`src/rtl/instr_fetch_unit.sv`:
```
// rtl/instr_fetch_unit.sv - instruction fetch stage with PC-tagged FIFO and redirect flush
// Optional statistics counters enabled by defining IFU_STATS_EN.
module instr_fetch_unit #(
    parameter int          DEPTH    = 4,
    parameter logic [31:0] RESET_PC = 32'h0000_0000
) (
    input  logic        clk,
    input  logic        rst,
    input  logic        redirect,
    input  logic [31:0] redirect_pc,
    output logic        imem_req,
    output logic [31:0] imem_addr,
    input  logic        imem_ack,
    input  logic [31:0] imem_rdata,
    output logic        out_valid,
    input  logic        out_ready,
    output logic [31:0] out_instr,
    output logic [31:0] out_pc
`ifdef IFU_STATS_EN
    ,
    output logic [31:0] stat_fetched,
    output logic [15:0] stat_flushed
`endif
);

    localparam int AW = $clog2(DEPTH);
    localparam int CW = AW + 1;

    typedef enum logic [1:0] {
        IDLE,
        WAIT,
        DROP
    } state_t;

    state_t        state, state_next;
    logic          req_next;
    logic [31:0]   addr_next;
    logic [31:0]   fetch_pc, fetch_pc_next;
    logic [31:0]   target;
    logic [31:0]   seq_pc;
    logic          handshake;
    logic          push;
    logic          pop;

    logic [31:0]   instr_mem [DEPTH];
    logic [31:0]   pc_mem    [DEPTH];
    logic [AW-1:0] wr_ptr;
    logic [AW-1:0] rd_ptr;
    logic [CW-1:0] count;
    logic [CW-1:0] count_if_push;

    assign target    = {redirect_pc[31:2], 2'b00};
    assign seq_pc    = imem_addr + 32'd4;
    assign handshake = imem_req && imem_ack;

    // A flush discards the whole buffer, so a pop in the flush cycle must not move rd_ptr.
    assign out_valid = (count != '0);
    assign pop       = out_valid && out_ready && !redirect;
    assign out_instr = out_valid ? instr_mem[rd_ptr] : 32'd0;
    assign out_pc    = out_valid ? pc_mem[rd_ptr] : 32'd0;

    assign count_if_push = count - CW'(pop) + CW'(1);

    always_comb begin
        state_next    = state;
        req_next      = imem_req;
        addr_next     = imem_addr;
        fetch_pc_next = fetch_pc;
        push          = 1'b0;
        case (state)
            IDLE: begin
                if (redirect) begin
                    fetch_pc_next = target;
                end else if (count < CW'(DEPTH)) begin
                    req_next   = 1'b1;
                    addr_next  = fetch_pc;
                    state_next = WAIT;
                end
            end
            WAIT: begin
                if (redirect) begin
                    fetch_pc_next = target;
                    if (handshake) begin
                        req_next   = 1'b0;
                        state_next = IDLE;
                    end else begin
                        state_next = DROP;
                    end
                end else if (handshake) begin
                    push          = 1'b1;
                    fetch_pc_next = seq_pc;
                    if (count_if_push < CW'(DEPTH)) begin
                        addr_next = seq_pc;
                    end else begin
                        req_next   = 1'b0;
                        state_next = IDLE;
                    end
                end
            end
            DROP: begin
                if (redirect) begin
                    fetch_pc_next = target;
                end
                if (handshake) begin
                    req_next   = 1'b0;
                    state_next = IDLE;
                end
            end
            default: begin
                req_next   = 1'b0;
                state_next = IDLE;
            end
        endcase
    end

    always_ff @(posedge clk) begin
        if (rst) begin
            state     <= IDLE;
            imem_req  <= 1'b0;
            imem_addr <= RESET_PC;
            fetch_pc  <= RESET_PC;
            count     <= '0;
            wr_ptr    <= '0;
            rd_ptr    <= '0;
        end else begin
            state     <= state_next;
            imem_req  <= req_next;
            imem_addr <= addr_next;
            fetch_pc  <= fetch_pc_next;
            if (redirect) begin
                count  <= '0;
                wr_ptr <= '0;
                rd_ptr <= '0;
            end else begin
                if (push) begin
                    wr_ptr <= wr_ptr + AW'(1);
                end
                if (pop) begin
                    rd_ptr <= rd_ptr + AW'(1);
                end
                count <= count + CW'(push) - CW'(pop);
            end
        end
    end

    always_ff @(posedge clk) begin
        if (push) begin
            instr_mem[wr_ptr] <= imem_rdata;
            pc_mem[wr_ptr]    <= imem_addr;
        end
    end

`ifdef IFU_STATS_EN
    always_ff @(posedge clk) begin
        if (rst) begin
            stat_fetched <= '0;
            stat_flushed <= '0;
        end else begin
            if (push && (stat_fetched != '1)) begin
                stat_fetched <= stat_fetched + 32'd1;
            end
            if (redirect && (stat_flushed != '1)) begin
                stat_flushed <= stat_flushed + 16'd1;
            end
        end
    end
`endif

endmodule

```
`config.mk`:
```
export PLATFORM = sky130hd
export DESIGN_NAME = instr_fetch_unit
export DESIGN_NICKNAME = d
export VERILOG_FILES = /design/src/rtl/instr_fetch_unit.sv
export SDC_FILE = /design/constraint.sdc
export NUM_CORES = 1
export LEC_CHECK = 0
export BUFFER_PORTS_ARGS = -buffer_cell sky130_fd_sc_hd__buf_2
export CAP_MARGIN = 0
export CORE_UTILIZATION = 35
export DETAILED_ROUTE_END_ITERATION = 8
export GPL_TIMING_DRIVEN = 0
export PLACE_DENSITY_LB_ADDON = 0.08
export SETUP_SLACK_MARGIN = 0.5
export SLEW_MARGIN = 20
export SYNTH_ARGS = -nofsm -noshare
export SYNTH_HDL_FRONTEND = slang
export SYNTH_SLANG_ARGS = --single-unit
```
`constraint.sdc`:
```
create_clock -name clk -period 9.6 [get_ports clk]
set_clock_uncertainty 0.2 [all_clocks]
set_input_delay 1.92 -clock clk [delete_from_list [all_inputs] [get_ports clk]]
set_output_delay 1.92 -clock clk [all_outputs]
set_load 0.01 [all_outputs]
```
==> metrics.cfg <==
[outcome]
status=finished clean

[sta]
finalSetupViolations=0
maxSlewViolCount=0
min_period_over_period=0.559
rsz0062_at_grt=false
fin_crit_ps=5370
fmaxAchievable_ghz=0.186
max_slew.worst_pin.slew_ps=1030
relSlewSlack=0.305
tns_ps=0
finalHoldViolCount=0
fin_ws_ps=4230

[clocking]
insertion_delay_ps=540
cts_made_buffers=38
cts_tree=built
cts_hold_buffers=0
ctsResizeCount=0
clkTransAtPathRegs_ps=50
htree_levels=2
clock_sinks=332
clockBufferDepth=3
post_cts.repair.setup_buffers=0
cts_root_buf=clkbuf_16

[setup_path]
end_kind=output pin
cp_data_required_time_ps=7480
slowest_stage=buf_1
start_kind=flop
critPathKind=flop to output pin
path_cells=clkbuf_1 -> buf_1 -> mux4_2 -> and2_1 -> buf_2
worstPathArrival_ps=3250
max_stage_delay_ps=770
worst-path-max-fanout=10

[die]
core-area_mm2=0.0390
start_util=0.357
die_y_um=202
ioPinCount=167
num_rows=72
die_w_um=202
dieArea_mm2=0.0406

[placed_design]
hpwl_um=24800
dp_slack_ps=4210
io_buffer_count=162
place_congestion=0.822

[logic_synthesis]
yosysSeqAreaShare=0.661
syn-cell-area_mm2=0.0139
async_reset_ff_frac=0
synth.avg_cell_area_um2=14.4
synth-edff-count=256
synth_cells=970
synth_seq_cells=332
ys_warn_count=0
synth_nets=1048
synth_cell_type_count=58
synth-main-ff-cell=edfxtp_1

[flow_run]
max_cap_violations=0

[global_routing]
grt_util_all_layers=0.189
grt_max_degree=42
antenna_found_initial=0
grt_use_met1=0.270
top_usage_layer=met2
grt_util_met2=0.296
grtUsageMet3=0.0337
grt_pass1_wl_um=57400
grt_overflow=0
grt_pass1_vias=9007

[layout]
final-seq-area_mm2=0.00921
num-fill-cells=3624
final_cell_mix=256 x edfxtp_1, 169 x buf_2, 76 x dfxtp_1
drive_above_1_share=0.252
multi_input_area_mm2=0.00440
syn_to_final_growth_pct=20.4
insertedDiodeCount=0
final_nets=1254
final_common_cell=edfxtp_1

[routing]
dr.pass1.iters=5
drc=0
avgRoutedWirePerCell_um=21.9
drtIter0Drc=737
drt-total-wl_um=37700
via_count=9031
drtAntennaViolNets=0
viasPerCell=5.24

[power_and_ir_drop]
p_leak_nw=5.80
ir_worst_vdd_v=0.0000767
powerDensity_mw_per_mm2=193

[hold_path]
min_path_type=flop to flop

[per-layer routing]
layer	up-vias	part of all wire
met5	-	0
met2	285	0.46
met3	58	0.058
met4	0	0.018
met1	4539	0.46
li1	4149	-
[flip-flops by register name, indices dropped and copies added (netlist names), named ones only]
| register | flops |
|---|---|
| imem_req | 1 |
| instr_mem | 128 |
| wr_ptr | 2 |
| count | 3 |
| pc_mem | 128 |
| rd_ptr | 2 |
| fetch_pc | 32 |
| imem_addr | 32 |
| state | 2 |
[worst max-delay path: cells and delay by family (launching register included)]
kind / cells / cell delay [ps]
AND/OR/NAND/NOR: 1 / 170
multiplexers: 1 / 600
buffers and inverters: 3 / 1640
flip-flops: 1 / 300
[per-stage QoR]
stage	hold WS [ps]	instances	utilization	area [um^2]	power, mW
2_1_floorplan	225	970	-	13900	1.70
3_3_place_gp	237	1650	0.395	15400	1.78
3_5_place_dp	243	1654	0.397	15500	1.78
4_1_cts	252	1723	0.430	16800	3.27
5_1_grt	273	1723	0.430	16800	3.35
6_report	249	1723	0.430	16800	3.23
[report_power, final]
group	switching, mW	internal, mW
registers	0.0256	1.56
clock network	0.569	0.914
logic	0.102	0.0547
[worst paths after layout]
check	start	to	slack, ps	depth (start not counted)
min reg2reg	fetch_pc[1]	fetch_pc[1]	250	2
max	flop	out_instr[7]	4230	5
min	fetch_pc[1]	fetch_pc[1]	250	2
max reg2reg	count[2]	imem_addr[26]	5990	11
[Yosys cell counts, types with 2 or more instances]
| cell | count | area share |
|---|---|---|
| edfxtp_1 | 256 | 0.55 |
| dfxtp_1 | 76 | 0.11 |
| and2_1 | 71 | 0.032 |
| nand2_1 | 66 | 0.018 |
| mux4_2 | 64 | 0.10 |
| nor2_1 | 57 | 0.015 |
| a21oi_1 | 51 | 0.018 |
| clkbuf_1 | 46 | 0.012 |
| o21ai_0 | 34 | 0.012 |
| inv_1 | 24 | 0.0065 |
| nand3_1 | 21 | 0.0075 |
| xnor2_1 | 18 | 0.011 |
| a32oi_1 | 15 | 0.0094 |
| nand4_1 | 12 | 0.0054 |
| buf_1 | 11 | 0.0030 |
| nor4_1 | 10 | 0.0045 |
| xor2_1 | 10 | 0.0063 |
| o32ai_1 | 9 | 0.0057 |
| a211oi_1 | 8 | 0.0043 |
| ha_1 | 8 | 0.0072 |
| o211ai_1 | 8 | 0.0043 |
| a31oi_1 | 7 | 0.0031 |
| buf_2 | 7 | 0.0025 |
| nor3_1 | 7 | 0.0025 |
| nand2b_1 | 6 | 0.0027 |
| a211o_1 | 5 | 0.0031 |
| and4_1 | 5 | 0.0031 |
| o31a_1 | 5 | 0.0031 |
| a21o_1 | 4 | 0.0022 |
| a22o_1 | 4 | 0.0025 |
| or3_1 | 4 | 0.0018 |
| mux2i_1 | 3 | 0.0022 |
| o22ai_1 | 3 | 0.0013 |
| or2_2 | 3 | 0.0013 |
| a21boi_0 | 2 | 0.0011 |
| a2bb2oi_1 | 2 | 0.0013 |
| a311oi_1 | 2 | 0.0013 |
| and3_1 | 2 | 0.00090 |
| nor2b_1 | 2 | 0.00090 |
| nor3_2 | 2 | 0.0014 |
| o31ai_1 | 2 | 0.0011 |
| or4_1 | 2 | 0.0011 |
[cell families after synthesis]
group / after synthesis / synth area share
AND/OR/NAND/NOR: 276 / 0.103
XOR/XNOR: 28 / 0.0176
adder cells (fa/ha/maj): 9 / 0.00862
AO/OA/AOI/OAI: 170 / 0.0801
multiplexers: 67 / 0.106
flip-flops: 332 / 0.661
buffers and inverters: 88 / 0.0243
[layout make-up]
| class | instances | area share |
|---|---|---|
| timing repair buffer | 166 | 0.0540 |
| clock inverter | 20 | 0.0149 |
| inverter | 24 | 0.00537 |
| multi-input combinational | 550 | 0.262 |
| clock buffer | 49 | 0.0610 |
| tap | 518 | 0.0386 |
| sequential | 332 | 0.549 |
| buffer | 64 | 0.0148 |
(Power assumes the default switching activity.)
